File: src/rtl/syncfifo_burst_drain.sv
// Pops header+data bursts from a sampled-output FIFO into a valid/ready beat stream; DRAIN_STATS_EN adds burst/beat counters.
// Latency: data beat visible the cycle after its pop; backpressure via 2-entry skid, pops stop at occ=2 (never looks at ready).
module syncfifo_burst_drain #(
  parameter int WID  = 32,
  parameter int LENW = 8,
  parameter int TAGW = 8
) (
  input  logic            clk,
  input  logic            rst,
  input  logic            softreset,
  input  logic            fifo_empty,
  input  logic [WID-1:0]  fifo_dout,
  output logic            fifo_readout,
  output logic            vldout,
  output logic [WID-1:0]  dout,
  output logic            last,
  input  logic            ready,
  output logic [TAGW-1:0] tag,
`ifdef DRAIN_STATS_EN
  output logic [15:0]     burst_cnt,
  output logic [31:0]     beat_cnt,
`endif
  output logic            busy
);

  typedef enum logic {IDLE, DATA} state_t;

  state_t                  state_q, state_d;
  logic [LENW-1:0]         rem_q, rem_d;
  logic [TAGW-1:0]         tag_q, tag_d;
  logic [1:0]              occ_q, occ_d;
  logic [1:0][WID-1:0]     skid_dat_q;
  logic [1:0]              skid_last_q;
  logic                    clr, pop, push, xfer, slot;

  assign clr = rst | softreset;

  // Pops are suppressed while reset is applied so no FIFO word is lost to a flush.
  always_comb begin
    state_d = state_q;
    rem_d   = rem_q;
    tag_d   = tag_q;
    pop     = 1'b0;
    push    = 1'b0;
    case (state_q)
      IDLE: begin
        pop = !fifo_empty && !clr;
        if (pop) begin
          tag_d   = fifo_dout[LENW+TAGW-1:LENW];
          rem_d   = fifo_dout[LENW-1:0];
          state_d = DATA;
        end
      end
      DATA: begin
        pop  = !fifo_empty && (occ_q < 2'd2) && !clr;
        push = pop;
        if (pop) begin
          if (rem_q == '0) state_d = IDLE;
          else             rem_d   = rem_q - LENW'(1);
        end
      end
      default: state_d = IDLE;
    endcase
  end

  assign fifo_readout = pop;
  assign vldout       = (occ_q != 2'd0);
  assign dout         = skid_dat_q[0];
  assign last         = vldout && skid_last_q[0];
  assign tag          = tag_q;
  assign busy         = (state_q == DATA) || (occ_q != 2'd0);
  assign xfer         = vldout && ready;
  assign occ_d        = occ_q + 2'(push) - 2'(xfer);
  // Write slot is the first free entry after any head shift this cycle.
  assign slot         = xfer ? (occ_q == 2'd2) : (occ_q == 2'd1);

  always_ff @(posedge clk) begin
    if (clr) begin
      state_q <= IDLE;
      rem_q   <= '0;
      tag_q   <= '0;
      occ_q   <= '0;
    end else begin
      state_q <= state_d;
      rem_q   <= rem_d;
      tag_q   <= tag_d;
      occ_q   <= occ_d;
    end
  end

  always_ff @(posedge clk) begin
    if (xfer) begin
      skid_dat_q[0]  <= skid_dat_q[1];
      skid_last_q[0] <= skid_last_q[1];
    end
    if (push) begin
      skid_dat_q[slot]  <= fifo_dout;
      skid_last_q[slot] <= (rem_q == '0);
    end
  end

`ifdef DRAIN_STATS_EN
  logic [15:0] burst_cnt_q;
  logic [31:0] beat_cnt_q;

  always_ff @(posedge clk) begin
    if (clr) begin
      burst_cnt_q <= '0;
      beat_cnt_q  <= '0;
    end else if (xfer) begin
      beat_cnt_q <= beat_cnt_q + 32'd1;
      if (last) burst_cnt_q <= burst_cnt_q + 16'd1;
    end
  end

  assign burst_cnt = burst_cnt_q;
  assign beat_cnt  = beat_cnt_q;
`endif

endmodule

File: config.mk
export PLATFORM = sky130hd
export DESIGN_NAME = syncfifo_burst_drain
export DESIGN_NICKNAME = d
export VERILOG_FILES = /design/src/rtl/syncfifo_burst_drain.sv
export SDC_FILE = /design/constraint.sdc
export NUM_CORES = 1
export LEC_CHECK = 0
export BUFFER_PORTS_ARGS = -buffer_cell sky130_fd_sc_hd__buf_2
export CORE_MARGIN = 2
export CORE_UTILIZATION = 58
export CTS_BUF_LIST = sky130_fd_sc_hd__clkbuf_16
export CTS_CLUSTER_DIAMETER = 150
export DETAILED_ROUTE_END_ITERATION = 10
export PLACE_DENSITY = 0.93
export SLEW_MARGIN = 20
export SYNTH_ARGS = -nofsm -noshare
export SYNTH_HDL_FRONTEND = slang
export SYNTH_SLANG_ARGS = --single-unit
File: constraint.sdc
create_clock -name clk -period 8.5 [get_ports clk]
set_clock_uncertainty 0.1 [all_clocks]
set_input_delay 0.85 -clock clk [delete_from_list [all_inputs] [get_ports clk]]
set_output_delay 0.85 -clock clk [all_outputs]
set_load 0.1 [all_outputs]
==> impl_results.html <==
<table>
<tr><th>Metric</th><th>Value</th></tr>
<tr><th colspan="2">Floorplan</th></tr>
<tr><td>Number of ports placed on the die boundary</td><td>81</td></tr>
<tr><td>Initial cell density of the core</td><td>60.8%</td></tr>
<tr><td>Die outline width</td><td>83.2 um</td></tr>
<tr><td>Core Region</td><td>5990 um^2</td></tr>
<tr><td>Number of placement rows</td><td>28</td></tr>
<tr><td>DIE HEIGHT</td><td>83.2 um</td></tr>
<tr><td>Die Outline Area</td><td>6920 um^2</td></tr>
<tr><th colspan="2">Clock tree</th></tr>
<tr><td>Worst-skew pair later-pin latency</td><td>0.33 ns</td></tr>
<tr><td>Number of buffers added by the clock tree synthesis step</td><td>9</td></tr>
<tr><td>Longest Clk Path Bufs</td><td>2</td></tr>
<tr><td>Quantity of hold-fixing buffers added after cts</td><td>0</td></tr>
<tr><td>Clock-pin slew of the registers on the worst-case setup and hold paths</td><td>0.06 ns</td></tr>
<tr><td>Clock sink total</td><td>85</td></tr>
<tr><td>Post-cts repair resize count</td><td>0</td></tr>
<tr><td>CTS Root Buffer Type</td><td>clkbuf_16</td></tr>
<tr><td>Clock tree from TritonCTS</td><td>yes</td></tr>
<tr><td>Setup fix buffers added after clock tree synthesis</td><td>0</td></tr>
<tr><td>H-tree level count</td><td>3</td></tr>
<tr><th colspan="2">Worst setup path</th></tr>
<tr><td>Launch point of the worst reg-to-reg path</td><td>state_q</td></tr>
<tr><td>Kind of cell adding the most delay to the critical path</td><td>simple AND/OR/NAND/NOR gates</td></tr>
<tr><td>Launching element of the worst setup path</td><td>softreset</td></tr>
<tr><td>Largest fanout of any net on the critical path</td><td>16</td></tr>
<tr><td>Worst Path Class, Setup</td><td>primary input to primary output</td></tr>
<tr><td>Required time of the worst setup path</td><td>7.55 ns</td></tr>
<tr><td>Worst Path Buf+Inv</td><td>2</td></tr>
<tr><td>Maximum cell stage delay along the critical path</td><td>0.44 ns</td></tr>
<tr><td>Critical-path cell list</td><td>buf_2 &gt; or2_2 &gt; nor2_1 &gt; buf_2</td></tr>
<tr><td>Critical-path top delay cell</td><td>or2_2</td></tr>
<tr><td>Startpoint kind of the worst setup timing path</td><td>primary input</td></tr>
<tr><td>Critical Path End Type</td><td>primary output</td></tr>
<tr><td>Data arrival, critical path</td><td>1.98 ns</td></tr>
<tr><td>Most common cell type on the critical path</td><td>buf_2</td></tr>
<tr><th colspan="2">Routing</th></tr>
<tr><td>DR pass1 iterations</td><td>5</td></tr>
<tr><td>Vias per inst</td><td>5.55</td></tr>
<tr><td>Post-route ant nets</td><td>0</td></tr>
<tr><td>Count of vias placed by the detailed router</td><td>2,569</td></tr>
<tr><td>Routed wire length</td><td>7.30 mm</td></tr>
<tr><td>DRT iter0 DRCs</td><td>195</td></tr>
<tr><td>WL per Instance</td><td>15.8 um</td></tr>
<tr><td>Remaining routing DRC violations</td><td>0</td></tr>
<tr><th colspan="2">STA</th></tr>
<tr><td>Final critical delay including setup and external delays</td><td>2.93 ns</td></tr>
<tr><td># setup viols final</td><td>0</td></tr>
<tr><td>Achievable Freq</td><td>0.341 GHz</td></tr>
<tr><td>Count of pins over their slew limit</td><td>0</td></tr>
<tr><td>Transition at the pin with the smallest max-transition slack</td><td>0.995 ns</td></tr>
<tr><td>RSZ-0062 raised after global routing</td><td>no</td></tr>
<tr><td>Period utilisation layout</td><td>34.5%</td></tr>
<tr><td>Final hold violation count</td><td>0</td></tr>
<tr><td>Post-Route Setup TNS</td><td>0 ns</td></tr>
<tr><td>Minimum hold slack</td><td>0.360 ns</td></tr>
<tr><td>Max-Slew Margin vs Limit</td><td>33.4%</td></tr>
<tr><th colspan="2">Placed design</th></tr>
<tr><td>Post-DP HPWL</td><td>4.71 mm</td></tr>
<tr><td>Input/output buffers</td><td>80</td></tr>
<tr><td>RePlAce Congestion</td><td>0.897</td></tr>
<tr><td>Total cell area at the placement stage</td><td>3810 um^2</td></tr>
<tr><td>Total placed cells including tap cells</td><td>447</td></tr>
<tr><th colspan="2">Synth</th></tr>
<tr><td>Synthesized instance count</td><td>341</td></tr>
<tr><td>Cell types occupying the most area after synthesis</td><td>dfxtp_1 29%, edfxtp_1 27%, mux2i_1 9.6%, buf_4 6.8%, a21oi_1 6.5%</td></tr>
<tr><td>Total number of yosys warnings</td><td>0</td></tr>
<tr><td>Fraction of synthesized cell area taken by the top area cell type</td><td>28.6%</td></tr>
<tr><td>Netlist Area Pre-Place</td><td>3640 um^2</td></tr>
<tr><td>Share of synthesized area occupied by flip-flops and latches</td><td>55.8%</td></tr>
<tr><td>Net count after synthesis</td><td>380</td></tr>
<tr><td>Average footprint of a synthesized cell</td><td>10.7 um^2</td></tr>
<tr><td>Leading area contributor after synthesis</td><td>dfxtp_1</td></tr>
<tr><td>Synth async-reset ratio</td><td>0%</td></tr>
<tr><td>Number of enable flip-flop cells after synthesis</td><td>33</td></tr>
<tr><td>Number of unique standard cell types used by synthesis</td><td>44</td></tr>
<tr><td>Prevailing post-synth register cell</td><td>dfxtp_1</td></tr>
<tr><td>Synthesis-stage register bit count</td><td>85</td></tr>
<tr><th colspan="2">Run status</th></tr>
<tr><td>Run status</td><td>complete, no violations</td></tr>
<tr><th colspan="2">Cells and area</th></tr>
<tr><td>Syn-to-layout area delta</td><td>13.9%</td></tr>
<tr><td>Antenna Diode Count</td><td>0</td></tr>
<tr><td>Number of nets in the layout</td><td>422</td></tr>
<tr><td>Final non-filler cell total</td><td>463</td></tr>
<tr><td>Layout fillers</td><td>421</td></tr>
<tr><td>Non-Filler Cell Area, Final</td><td>4150 um^2</td></tr>
<tr><td>Final core utilization</td><td>69.2%</td></tr>
<tr><td>Most common library cell in the layout ignoring fill and taps</td><td>buf_2</td></tr>
<tr><td>Layout cells sized above 1</td><td>27.8%</td></tr>
<tr><td>Most used cells in the layout excluding fill and tap cells</td><td>80 x buf_2, 52 x dfxtp_1, 47 x a21oi_1</td></tr>
<tr><th colspan="2">Job</th></tr>
<tr><td>Count of maximum capacitance violations</td><td>0</td></tr>
<tr><th colspan="2">Global route</th></tr>
<tr><td>First-pass GRT wire length</td><td>12.2 mm</td></tr>
<tr><td>Congestion Overflow GR</td><td>0</td></tr>
<tr><td>Initial antenna violation count</td><td>0</td></tr>
<tr><td>Number of global-route vias before repair</td><td>2,533</td></tr>
<tr><td>Overall fraction of global-route tracks in use</td><td>22.2%</td></tr>
<tr><td>Largest net degree at the start of global routing</td><td>39</td></tr>
<tr><th colspan="2">Power</th></tr>
<tr><td>Reported leakage power</td><td>1.91 nW</td></tr>
<tr><td>IR Drop Worst-Case VDD</td><td>0.214 mV</td></tr>
<tr><td>Pwr/cell area</td><td>345 nW/um^2</td></tr>
<tr><th colspan="2">Hold path</th></tr>
<tr><td>Class of the tightest hold or removal check</td><td>flip-flop to flip-flop</td></tr>
<tr><td>Startpoint of the tightest hold check path</td><td>tag[5]</td></tr>
</table>
-- through the flow --
step	total power, mW	setup slack (ns)
floorplan	1.01	4.79
finish	1.43	5.57
detailed placement	1.02	5.57
CTS	1.44	5.57
global placement	1.01	5.58
global route	1.48	5.50
-- registers in the layout, summed over array words and instances (netlist names) --
name / flops
tag: 8
dout: 32
skid_last_q: 2
rem_q: 8
occ_q: 2
skid_dat_q: 32
state_q: 1
-- logic make-up after synthesis --
group	share of synthesized area, %
compound gates	11.0
xor+xnor	0.241
fa+ha+maj	0.687
buf+inv	9.73
flops	55.8
mux	9.63
simple gates	12.9
-- final timing paths --
path | end | slack, ns | cells after the start
max | fifo_readout | 5.57 | 4
min reg2reg | tag[5] | 0.36 | 2
min | tag[5] | 0.36 | 2
max reg2reg | dout[22] | 6.16 | 4
-- synthesized netlist by cell type (all sizes together), types with 2 or more instances --
library cell	count
a31oi	4
nor3	4
a2bb2oi	2
inv	4
dfxtp	52
nor2	43
ha	2
or2	3
nor4	2
mux2i	35
nor2b	3
nand3	8
buf	41
clkbuf	9
or3	3
nand2	23
a21oi	47
edfxtp	33
o21a	2
nand2b	3
o311ai	2
o21ai	3
and2	2
-- report_power, final --
part	switching [mW]	total [mW]	internal, mW
Clock	0.154	0.417	0.262
Combinational	0.427	0.511	0.0840
Sequential	0.0274	0.504	0.476
-- worst register-to-register path: cells and delay by family, from the launching register on --
family / cells / cell delay, ns
flip-flops: 1 / 0.76
AND/OR/NAND/NOR: 2 / 0.81
buffers and inverters: 1 / 0.48
AO/OA/AOI/OAI: 1 / 0.06
-- area by class of cell --
class	instances	area, um^2	share of cell area [%]
Timing Repair Buffer	81	408	9.84
Multi-Input combinational cell	202	1270	30.5
Inverter	4	15.0	0.362
Clock inverter	5	55.1	1.33
Clock buffer	11	275	6.64
Sequential cell	85	2030	49.0
Tap cell	75	93.8	2.26
-- routing by layer --
metal | wire length (um) | vias up | GRT usage (%)
li1 | - | 1249 | -
met1 | 3000 | 1190 | 28.4
met2 | 3640 | 115 | 36.1
met3 | 499 | 15 | 4.77
met4 | 161 | 0 | 10.1
met5 | 0 | - | 0
Note: power is estimated with default switching activity, not from simulation.
